--- src/rtl/vga_timing_ce_if.sv ---
// Timing bundle from the VGA timing generator to the pixel/colour stage.
// Optional member: quad, present only when VGA_QUADRANT_EN is defined.
interface vga_timing_ce_if;
    logic       pix_ce;
    logic [9:0] x;
    logic [9:0] y;
    logic       de;
    logic       hs;
    logic       vs;
    logic       frame_start;
`ifdef VGA_QUADRANT_EN
    logic [1:0] quad;
`endif

`ifdef VGA_QUADRANT_EN
    modport master (output pix_ce, x, y, de, hs, vs, frame_start, quad);
    modport slave  (input  pix_ce, x, y, de, hs, vs, frame_start, quad);
`else
    modport master (output pix_ce, x, y, de, hs, vs, frame_start);
    modport slave  (input  pix_ce, x, y, de, hs, vs, frame_start);
`endif
endinterface

--- src/rtl/vga_timing_ce.sv ---
// 640x480@60 VGA timing generator on the 100 MHz system clock with a
// divide-by-CE_DIV pixel clock-enable. Raster coordinates, data-enable,
// sync and frame strobe are all registered and change together on pix_ce.
// Optional feature macro: VGA_QUADRANT_EN (adds the registered quad output).
module vga_timing_ce #(
    parameter int CE_DIV   = 4,
    parameter int H_ACTIVE = 640,
    parameter int H_FP     = 16,
    parameter int H_SYNC   = 96,
    parameter int H_BP     = 48,
    parameter int V_ACTIVE = 480,
    parameter int V_FP     = 10,
    parameter int V_SYNC   = 2,
    parameter int V_BP     = 33,
    parameter bit SYNC_POL = 1'b0
) (
    input  logic            clk_100MHz,
    input  logic            reset,
    vga_timing_ce_if.master tim
);

    localparam int H_TOTAL = H_ACTIVE + H_FP + H_SYNC + H_BP;
    localparam int V_TOTAL = V_ACTIVE + V_FP + V_SYNC + V_BP;
    localparam int PW      = (CE_DIV > 2) ? $clog2(CE_DIV) : 1;

    localparam logic [PW-1:0] PS_LAST  = PW'(CE_DIV - 1);
    localparam logic [9:0]    H_LAST   = 10'(H_TOTAL - 1);
    localparam logic [9:0]    V_LAST   = 10'(V_TOTAL - 1);
    localparam logic [9:0]    H_ACT    = 10'(H_ACTIVE);
    localparam logic [9:0]    V_ACT    = 10'(V_ACTIVE);
    localparam logic [9:0]    HS_START = 10'(H_ACTIVE + H_FP);
    localparam logic [9:0]    HS_END   = 10'(H_ACTIVE + H_FP + H_SYNC);
    localparam logic [9:0]    VS_START = 10'(V_ACTIVE + V_FP);
    localparam logic [9:0]    VS_END   = 10'(V_ACTIVE + V_FP + V_SYNC);
`ifdef VGA_QUADRANT_EN
    localparam logic [9:0]    H_HALF   = 10'(H_ACTIVE / 2);
    localparam logic [9:0]    V_HALF   = 10'(V_ACTIVE / 2);
`endif

    logic [PW-1:0] presc_q, presc_d;
    logic [9:0]    x_q, x_d;
    logic [9:0]    y_q, y_d;
    logic          pix_ce_q, pix_ce_d;
    logic          de_q, de_d;
    logic          hs_q, hs_d;
    logic          vs_q, vs_d;
    logic          fs_q, fs_d;
    logic          wrap;
`ifdef VGA_QUADRANT_EN
    logic [1:0]    quad_q, quad_d;
`endif

    // Next-state: prescaler, raster counters and the outputs derived from
    // the next coordinates so they line up with x/y in the same cycle.
    always_comb begin
        wrap     = (presc_q == PS_LAST);
        presc_d  = wrap ? '0 : presc_q + 1'b1;
        pix_ce_d = wrap;
        x_d      = x_q;
        y_d      = y_q;
        de_d     = de_q;
        hs_d     = hs_q;
        vs_d     = vs_q;
        fs_d     = 1'b0;
`ifdef VGA_QUADRANT_EN
        quad_d   = quad_q;
`endif
        if (wrap) begin
            if (x_q == H_LAST) begin
                x_d = '0;
                y_d = (y_q == V_LAST) ? '0 : y_q + 10'd1;
            end else begin
                x_d = x_q + 10'd1;
            end

            de_d = (x_d < H_ACT) && (y_d < V_ACT);
            hs_d = ((x_d >= HS_START) && (x_d < HS_END)) ? SYNC_POL : ~SYNC_POL;
            // vs only moves at line start so it never glitches mid-line
            if (x_d == 10'd0) begin
                vs_d = ((y_d >= VS_START) && (y_d < VS_END)) ? SYNC_POL : ~SYNC_POL;
            end
            fs_d = (x_d == 10'd0) && (y_d == 10'd0);
`ifdef VGA_QUADRANT_EN
            quad_d = ((x_d < H_ACT) && (y_d < V_ACT)) ?
                     {(y_d >= V_HALF), (x_d >= H_HALF)} : 2'b00;
`endif
        end
    end

    // State registers; async reset returns the raster to (0,0) with syncs idle.
    always_ff @(posedge clk_100MHz or posedge reset) begin
        if (reset) begin
            presc_q  <= '0;
            x_q      <= '0;
            y_q      <= '0;
            pix_ce_q <= 1'b0;
            de_q     <= 1'b0;
            hs_q     <= ~SYNC_POL;
            vs_q     <= ~SYNC_POL;
            fs_q     <= 1'b0;
`ifdef VGA_QUADRANT_EN
            quad_q   <= 2'b00;
`endif
        end else begin
            presc_q  <= presc_d;
            x_q      <= x_d;
            y_q      <= y_d;
            pix_ce_q <= pix_ce_d;
            de_q     <= de_d;
            hs_q     <= hs_d;
            vs_q     <= vs_d;
            fs_q     <= fs_d;
`ifdef VGA_QUADRANT_EN
            quad_q   <= quad_d;
`endif
        end
    end

    assign tim.pix_ce      = pix_ce_q;
    assign tim.x           = x_q;
    assign tim.y           = y_q;
    assign tim.de          = de_q;
    assign tim.hs          = hs_q;
    assign tim.vs          = vs_q;
    assign tim.frame_start = fs_q;
`ifdef VGA_QUADRANT_EN
    assign tim.quad        = quad_q;
`endif

endmodule
--- src/flat_wrapper.sv ---
// flat-port wrapper written by rule: the top's interface ports become plain ports
module vga_timing_ce_flat 
#(
    parameter int CE_DIV   = 4,
    parameter int H_ACTIVE = 640,
    parameter int H_FP     = 16,
    parameter int H_SYNC   = 96,
    parameter int H_BP     = 48,
    parameter int V_ACTIVE = 480,
    parameter int V_FP     = 10,
    parameter int V_SYNC   = 2,
    parameter int V_BP     = 33,
    parameter bit SYNC_POL = 1'b0
)
  (clk_100MHz, reset, tim_pix_ce, tim_x, tim_y, tim_de, tim_hs, tim_vs, tim_frame_start);
  vga_timing_ce_if tim_i ();
  input  logic clk_100MHz;
  input  logic reset;
  output wire logic [$bits(tim_i.pix_ce)-1:0] tim_pix_ce;
  output wire logic [$bits(tim_i.x)-1:0] tim_x;
  output wire logic [$bits(tim_i.y)-1:0] tim_y;
  output wire logic [$bits(tim_i.de)-1:0] tim_de;
  output wire logic [$bits(tim_i.hs)-1:0] tim_hs;
  output wire logic [$bits(tim_i.vs)-1:0] tim_vs;
  output wire logic [$bits(tim_i.frame_start)-1:0] tim_frame_start;
  assign tim_pix_ce = tim_i.pix_ce;
  assign tim_x = tim_i.x;
  assign tim_y = tim_i.y;
  assign tim_de = tim_i.de;
  assign tim_hs = tim_i.hs;
  assign tim_vs = tim_i.vs;
  assign tim_frame_start = tim_i.frame_start;
  vga_timing_ce #(.CE_DIV(CE_DIV), .H_ACTIVE(H_ACTIVE), .H_FP(H_FP), .H_SYNC(H_SYNC), .H_BP(H_BP), .V_ACTIVE(V_ACTIVE), .V_FP(V_FP), .V_SYNC(V_SYNC), .V_BP(V_BP), .SYNC_POL(SYNC_POL)) u_core (.clk_100MHz(clk_100MHz), .reset(reset), .tim(tim_i));
endmodule
--- config.mk ---
export PLATFORM = sky130hd
export DESIGN_NAME = vga_timing_ce_flat
export DESIGN_NICKNAME = d
export VERILOG_FILES = /design/src/rtl/vga_timing_ce_if.sv /design/src/rtl/vga_timing_ce.sv /design/src/flat_wrapper.sv
export SDC_FILE = /design/constraint.sdc
export NUM_CORES = 1
export LEC_CHECK = 0
export ABC_CLOCK_PERIOD_IN_PS = 2300
export CAP_MARGIN = 25
export CORE_MARGIN = 5
export CORE_UTILIZATION = 48
export CTS_CLUSTER_DIAMETER = 200
export DETAILED_ROUTE_END_ITERATION = 12
export PLACE_DENSITY = 0.82
export SYNTH_ARGS = -nofsm -noshare
export SYNTH_HDL_FRONTEND = slang
export SYNTH_SLANG_ARGS = --single-unit
--- constraint.sdc ---
create_clock -name clk_100MHz -period 2.3 [get_ports clk_100MHz]
set_clock_uncertainty 0.1 [all_clocks]
set_input_delay 0.69 -clock clk_100MHz [delete_from_list [all_inputs] [get_ports clk_100MHz]]
set_output_delay 0.69 -clock clk_100MHz [all_outputs]
set_load 0.1 [all_outputs]
==> results of run 1 <==
-- worst reg2reg max path: cells and delay by family (launching register included) --
kind	cells	cell delay, ps
AND/OR/NAND/NOR	4	1290
flip-flops	1	420
AO/OA/AOI/OAI	2	460
-- cells by family after synthesis --
| kind of cell | after synthesis | share of synthesized area [%] |
|---|---|---|
| DFF | 27 | 38.0 |
| adders and majority gates | 5 | 3.51 |
| and+or+nand+nor | 82 | 26.1 |
| buffers and inverters | 21 | 5.61 |
| AOI/OAI and AO/OA | 49 | 19.1 |
| muxes | 3 | 1.82 |
| xor gates and xnor gates | 12 | 5.89 |
-- power breakdown --
| part | switching [mW] | leakage (nW) | internal, mW |
|---|---|---|---|
| clock | 0.158 | 0.0228 | 0.124 |
| combinational | 0.00959 | 0.738 | 0.00272 |
| sequential | 0 | 0.325 | 0.474 |
-- flip-flops by register name, summed over array words and instances, names as in the netlist --
| register | flops |
|---|---|
| u_core.tim.x | 10 |
| u_core.tim.y | 10 |
| u_core.presc_q | 2 |
| u_core.tim.de | 1 |
| u_core.tim.frame_start | 1 |
| u_core.tim.hs | 1 |
| u_core.tim.pix_ce | 1 |
| u_core.tim.vs | 1 |
-- cells in the mapped netlist, types with 2 or more instances --
library cell / instances / share of area [%]
sky130_fd_sc_hd__xnor2_1: 7 / 3.4
sky130_fd_sc_hd__nor4_1: 3 / 1.1
sky130_fd_sc_hd__a22oi_1: 2 / 0.84
sky130_fd_sc_hd__or3_4: 3 / 1.9
sky130_fd_sc_hd__dfstp_2: 2 / 2.9
sky130_fd_sc_hd__buf_1: 2 / 0.42
sky130_fd_sc_hd__buf_6: 2 / 1.3
sky130_fd_sc_hd__and3_1: 4 / 1.4
sky130_fd_sc_hd__nor3_1: 3 / 0.84
sky130_fd_sc_hd__o31ai_1: 3 / 1.3
sky130_fd_sc_hd__nand3_1: 10 / 2.8
sky130_fd_sc_hd__xor2_1: 5 / 2.5
sky130_fd_sc_hd__mux2_2: 2 / 1.3
sky130_fd_sc_hd__clkbuf_1: 7 / 1.5
sky130_fd_sc_hd__a21o_1: 2 / 0.84
sky130_fd_sc_hd__nand4_1: 8 / 2.8
sky130_fd_sc_hd__inv_1: 7 / 1.5
sky130_fd_sc_hd__and4_1: 4 / 2.0
sky130_fd_sc_hd__nor2_1: 14 / 2.9
sky130_fd_sc_hd__o21a_1: 2 / 0.84
sky130_fd_sc_hd__nand2_1: 21 / 4.4
sky130_fd_sc_hd__a31oi_1: 2 / 0.70
sky130_fd_sc_hd__dfrtp_1: 25 / 35
sky130_fd_sc_hd__buf_2: 2 / 0.56
sky130_fd_sc_hd__a21oi_1: 10 / 2.8
sky130_fd_sc_hd__ha_1: 5 / 3.5
sky130_fd_sc_hd__nor4b_1: 2 / 0.98
sky130_fd_sc_hd__o311ai_0: 3 / 1.5
sky130_fd_sc_hd__o21ai_0: 12 / 3.4
sky130_fd_sc_hd__nand3b_1: 2 / 0.84
-- stage by stage --
stage                     setup TNS (ps)  util [%]  setup WS (ps)  total power, mW  instance area, µm²
after global routing                -179      73.8          -86.1            0.793                2680
after global placement                 0      69.8           27.7            0.497                2530
final                              -18.7      73.8          -18.7            0.769                2680
after floorplan                     -697         -           -287            0.491                1850
after CTS                              0      71.3           17.8            0.770                2590
after detailed placement           -89.6      69.8          -62.3            0.497                2530
-- layout make-up --
type	instances	area (µm²)	share of cell area (%)
multi-input cells	152	1080	40.2
well taps	48	60.1	2.24
repair buffers	62	759	28.3
flip-flops and latches	27	712	26.6
inverters	7	26.3	0.980
clock buffers	4	45.0	1.68
-- timing repair --
item,in CTS,in global routing
setup buffers,0,5
cloned,0,1
pin swaps,2,3
resized for setup,2,10
endpoints found under the setup margin,2,8
-- worst paths after layout --
| check | start | to | cells after the start |
|---|---|---|---|
| max in group asynchronous | reset | u_core.tim.vs | 3 |
| setup / recovery | u_core.tim.x[5] | u_core.tim.vs | 6 |
| min in group asynchronous | reset | u_core.tim.x[1] | 3 |
| hold reg to reg | u_core.presc_q[0] | u_core.presc_q[0] | 1 |
| setup reg to reg | u_core.tim.x[5] | u_core.tim.vs | 6 |
| hold / removal | u_core.presc_q[0] | u_core.presc_q[0] | 1 |
-- layer usage --
metal | global-route usage, % | wire, µm
met5 | 0 | 0
met4 | 9.60 | 123
met3 | 2.27 | 343
met2 | 30.0 | 2380
met1 | 27.5 | 2120
==> run metrics, run 1 <==
HPWL Detailed=3380 µm; kind of path behind the tightest hold check=flop to flop; share of flip-flops with an asynchronous set or reset=100%; initial antenna violation count=0; Final #Nets=260; most used cell along the critical path=sky130_fd_sc_hd__or3_4; number of antenna-violating nets in the routed design=0; highest ir drop seen on vdd=0.000318 V; Die Area=5040 µm²; GPL Wtd Cong=0.945; r2r setup slk=-20 ps; number of inserted filler cells in the final layout=238; global-route total usage across every layer=19.6%; vias in the first global route=1748; ratio of final minimum period to clock period=101%; startpoint type of the worst setup path=flop; root buf cell=sky130_fd_sc_hd__clkbuf_8; vias after detailed routing=1833; Period minus WS final=2320 ps; share of layout cells above drive strength 1=41.7%; synthesis-to-finish area growth=50.2%; Critical-path top delay cell=sky130_fd_sc_hd__or3_4; violations in the final reports=negative setup slack; pin count of the biggest net entering global routing=28; clock sinks=27; power density of the placed cells=287 nW/µm²; Core Footprint=3630 µm²; outcome=complete, but fails checks; wire length of the first global-routing pass=8070 µm; die boundary width=71.0 µm; clock slew at reported path FFs=100 ps; count of inserted antenna diode cells=0; number of hold buffers added after cts=0; Boundary Pins=27; number of register bits inferred by synthesis=27; wirelength, routed=4960 µm; tightest hold margin=331 ps; number of placement rows=22; setup repair after global routing missed its margin=yes; static leakage=1.09 nW; cts bufs inserted=3; average size of a mapped cell=8.97 µm²; Initial Utilization=49.1%; most common flop cell mapped by yosys=sky130_fd_sc_hd__dfrtp_1; most used cells in the layout excluding fill and tap cells=sky130_fd_sc_hd__buf_4, sky130_fd_sc_hd__buf_12, sky130_fd_sc_hd__nand2_1; gate count of the mapped netlist=199; Worst Path Max Fanout=6; number of buffers on the longest clock path=2; cell family with most CP delay=simple AND/OR/NAND/NOR gates; class of the most critical setup path=flop to flop; Yosys warning total=0; Mapped Area=1780 µm²; DRT Pass-1 Iters=5; Fmax achieved=431 MHz; global-route congestion overflow total=0; post-route non-filler standard cell count=300; Relative slew margins=72.2%; number of flops mapped to enable cells by yosys=0; Routed wire per std cell=16.5 µm; max-capacitance violation count=0; Chip Height=71.0 µm; Slew Viols, Final=0; CP cell instances=or3_4, or3_4, or3_1, a211oi_2, nand2_1, o31a_1; category of the worst setup path capture point=flop; sequential-to-total area share from yosys stat=38.0%; CP bufs+invs=0; post-detailed-route DRC marker count=0; actual slew at the worst max-slew pin=412 ps; CTS H-tree lvls=1; Largest stage delay, worst path=430 ps; Skew-Pair Late Insertion Delay=280 ps; nets in the synthesized netlist=206; fin worst setup slack=-18.7 ps; Post-Place Cells=290; most frequent standard cell in the layout excluding fill and tap cells=sky130_fd_sc_hd__buf_4; final setup fails=1; Crit path required time=2410 ps; Hold Vio Cnt, Final=0; Port-buffer cells=26; arrival time at the worst endpoint=2430 ps; clock tree from TritonCTS=yes; number of DRC violations after detailed-routing iteration 0=203; number of different library cells in the post-synthesis netlist=53; Avg Vias per Cell=6.11
No activity file was read; power rests on OpenSTA's default activity.
==> run 2, diff against run 1 <==
==> constraint.sdc (replaced) <==
create_clock -name clk_100MHz -period 2.3 [get_ports clk_100MHz]
set_clock_uncertainty 0.1 [all_clocks]
set_input_delay 0.69 -clock clk_100MHz [delete_from_list [all_inputs] [get_ports clk_100MHz]]
set_output_delay 0.69 -clock clk_100MHz [all_outputs]
set_load 0.05 [all_outputs]
==> run metrics, run 2 (synthesis results as in run 1) <==
cts bufs inserted=3 (unchanged); pin count of the biggest net entering global routing=28 (unchanged); global-route congestion overflow total=0 (unchanged); most used cells in the layout excluding fill and tap cells=sky130_fd_sc_hd__buf_4, sky130_fd_sc_hd__nand2_1, sky130_fd_sc_hd__dfrtp_1 (was sky130_fd_sc_hd__buf_4, sky130_fd_sc_hd__buf_12, sky130_fd_sc_hd__nand2_1); number of hold buffers added after cts=0 (unchanged); number of buffers on the longest clock path=2 (unchanged); Worst Hold Launch=u_core.presc_q[0] (unchanged); Die Area=5040 µm² (unchanged); dpl cell area=2220 µm² (was 2530 µm²); synthesis-to-finish area growth=32.4% (was 50.2%); count of inserted antenna diode cells=0 (unchanged); clock slew at reported path FFs=100 ps (about the same); number of DRC violations after detailed-routing iteration 0=165 (was 203); Layout Cell Area excl Fill=2360 µm² (was 2680 µm²); initial antenna violation count=0 (unchanged); Largest stage delay, worst path=440 ps (was 430 ps); setup repair after global routing missed its margin=yes (unchanged); category of the worst setup path capture point=flop (unchanged); Routed wire per std cell=15.3 µm (was 16.5 µm); share of layout cells above drive strength 1=34.9% (was 41.7%); final setup fails=1 (unchanged); highest ir drop seen on vdd=0.000293 V (was 0.000318 V); Period minus WS final=2310 ps (was 2320 ps); r2r setup slk=-6 ps (was -20 ps); Worst Path Max Fanout=7 (was 6); DRT Pass-1 Iters=4 (was 5); Worst Hold End=u_core.presc_q[0] (unchanged); vias after detailed routing=1711 (was 1833); CP cell instances=or3_4, or3_4, or3_4, a211oi_4, nand2_1, o31a_1 (was or3_4, or3_4, or3_1, a211oi_2, nand2_1, o31a_1); CTS H-tree lvls=1 (unchanged); root buf cell=sky130_fd_sc_hd__clkbuf_8 (unchanged); max-capacitance violation count=0 (unchanged); number of placement rows=22 (unchanged); die boundary width=71.0 µm (unchanged); CP bufs+invs=0 (unchanged); Chip Height=71.0 µm (unchanged); Fmax achieved=434 MHz (was 431 MHz); violations in the final reports=negative setup slack (unchanged); Skew-Pair Late Insertion Delay=270 ps (was 280 ps); number of antenna-violating nets in the routed design=0 (unchanged); class of the most critical setup path=flop to flop (unchanged); Crit path required time=2410 ps (about the same); Boundary Pins=27 (unchanged); endpoint of the most critical register-to-register path=u_core.tim.vs (unchanged); clock sinks=27 (unchanged); Initial Utilization=49.1% (unchanged); most used cell along the critical path=sky130_fd_sc_hd__or3_4 (unchanged); Core Footprint=3630 µm² (unchanged); HPWL Detailed=3250 µm (was 3380 µm); most frequent standard cell in the layout excluding fill and tap cells=sky130_fd_sc_hd__buf_4 (unchanged); vias in the first global route=1641 (was 1748); wire length of the first global-routing pass=7630 µm (was 8070 µm); power density of the placed cells=323 nW/µm² (was 287 nW/µm²); final total power=762 µW (was 769 µW); static leakage=1.03 nW (was 1.09 nW); Final #Nets=257 (was 260); Hold Vio Cnt, Final=0 (unchanged); startpoint type of the worst setup path=flop (unchanged); Avg Vias per Cell=5.76 (was 6.11); worst hold path cell count=1 (unchanged); critical register-to-register path startpoint=u_core.tim.x[5] (unchanged); Slew Viols, Final=0 (unchanged); wirelength, routed=4540 µm (was 4960 µm); Critical-path top delay cell=sky130_fd_sc_hd__or3_4 (unchanged); clock tree from TritonCTS=yes (unchanged); outcome=complete, but fails checks (unchanged); tightest hold margin=335 ps (was 331 ps); cell count of the worst reg-to-reg path=6 (unchanged); cell family with most CP delay=simple AND/OR/NAND/NOR gates (unchanged); Port-buffer cells=26 (unchanged); fin worst setup slack=-6.12 ps (was -18.7 ps); actual slew at the worst max-slew pin=525 ps (was 412 ps); kind of path behind the tightest hold check=flop to flop (unchanged); arrival time at the worst endpoint=2420 ps (was 2430 ps); GPL Wtd Cong=0.950 (was 0.945); ratio of final minimum period to clock period=100% (was 101%); global-route total usage across every layer=18.5% (was 19.6%); post-detailed-route DRC marker count=0 (unchanged); Relative slew margins=64.7% (was 72.2%)
==> run 2: final cells by class <==
cell class / count / area, µm²
Fill cell: 313 / 1270
Clock buffer: 3 / 41.3
Sequential cell: 27 / 684
Timing Repair Buffer: 60 / 483
Multi-Input combinational cell: 151 / 1060
Tap cell: 48 / 60.1
Clock inverter: 1 / 5.00
Inverter: 7 / 26.3
==> run 2: through the flow <==
stage / setup TNS, ps / util, % / cells / setup slack, ps
after CTS: 0 / 63.5 / 296 / 7.55
after detailed placement: -46.4 / 61.0 / 287 / -46.4
after global placement: 0 / 61.0 / 287 / 24.1
final: -6.12 / 65.0 / 297 / -6.12
after global routing: -109 / 65.0 / 297 / -51.8
after floorplan: -579 / - / 199 / -252
==> run 2: worst max-delay path by stage <==
stage,startpoint,end,slack [ps],cells past startpoint
2_1_floorplan,u_core.tim.x[0],u_core.tim.vs,-250,8
3_5_place_dp,u_core.tim.y[6],u_core.tim.frame_start,-50,5
5_1_grt,u_core.tim.x[5],u_core.tim.vs,-50,6
4_1_cts,u_core.tim.y[6],u_core.tim.vs,8,7
6_report,u_core.tim.x[5],u_core.tim.vs,-6,6
3_3_place_gp,u_core.tim.x[6],u_core.tim.vs,20,6
==> run 2: where the power goes <==
group,total [mW],internal (mW),switching [mW]
combinational,0.0120,0.00272,0.00926
sequential,0.474,0.474,0
clock,0.276,0.122,0.154
==> run 2: what timing repair did <==
action | CTS | global route
setup buffers | 5 | 1
gates cloned | 0 | 0
gates resized for setup | 1 | 12
pin swaps | 4 | 3
endpoints found under the setup margin | 2 | 3
==> run 2: per-layer routing <==
layer  vias up  wire length [µm]  track usage (%)
li1        839                 -                -
met1       810              2080             25.7
met2        58              2170             30.3
met3         4               233             2.84
met4         0                48             4.38
met5         -                 0                0
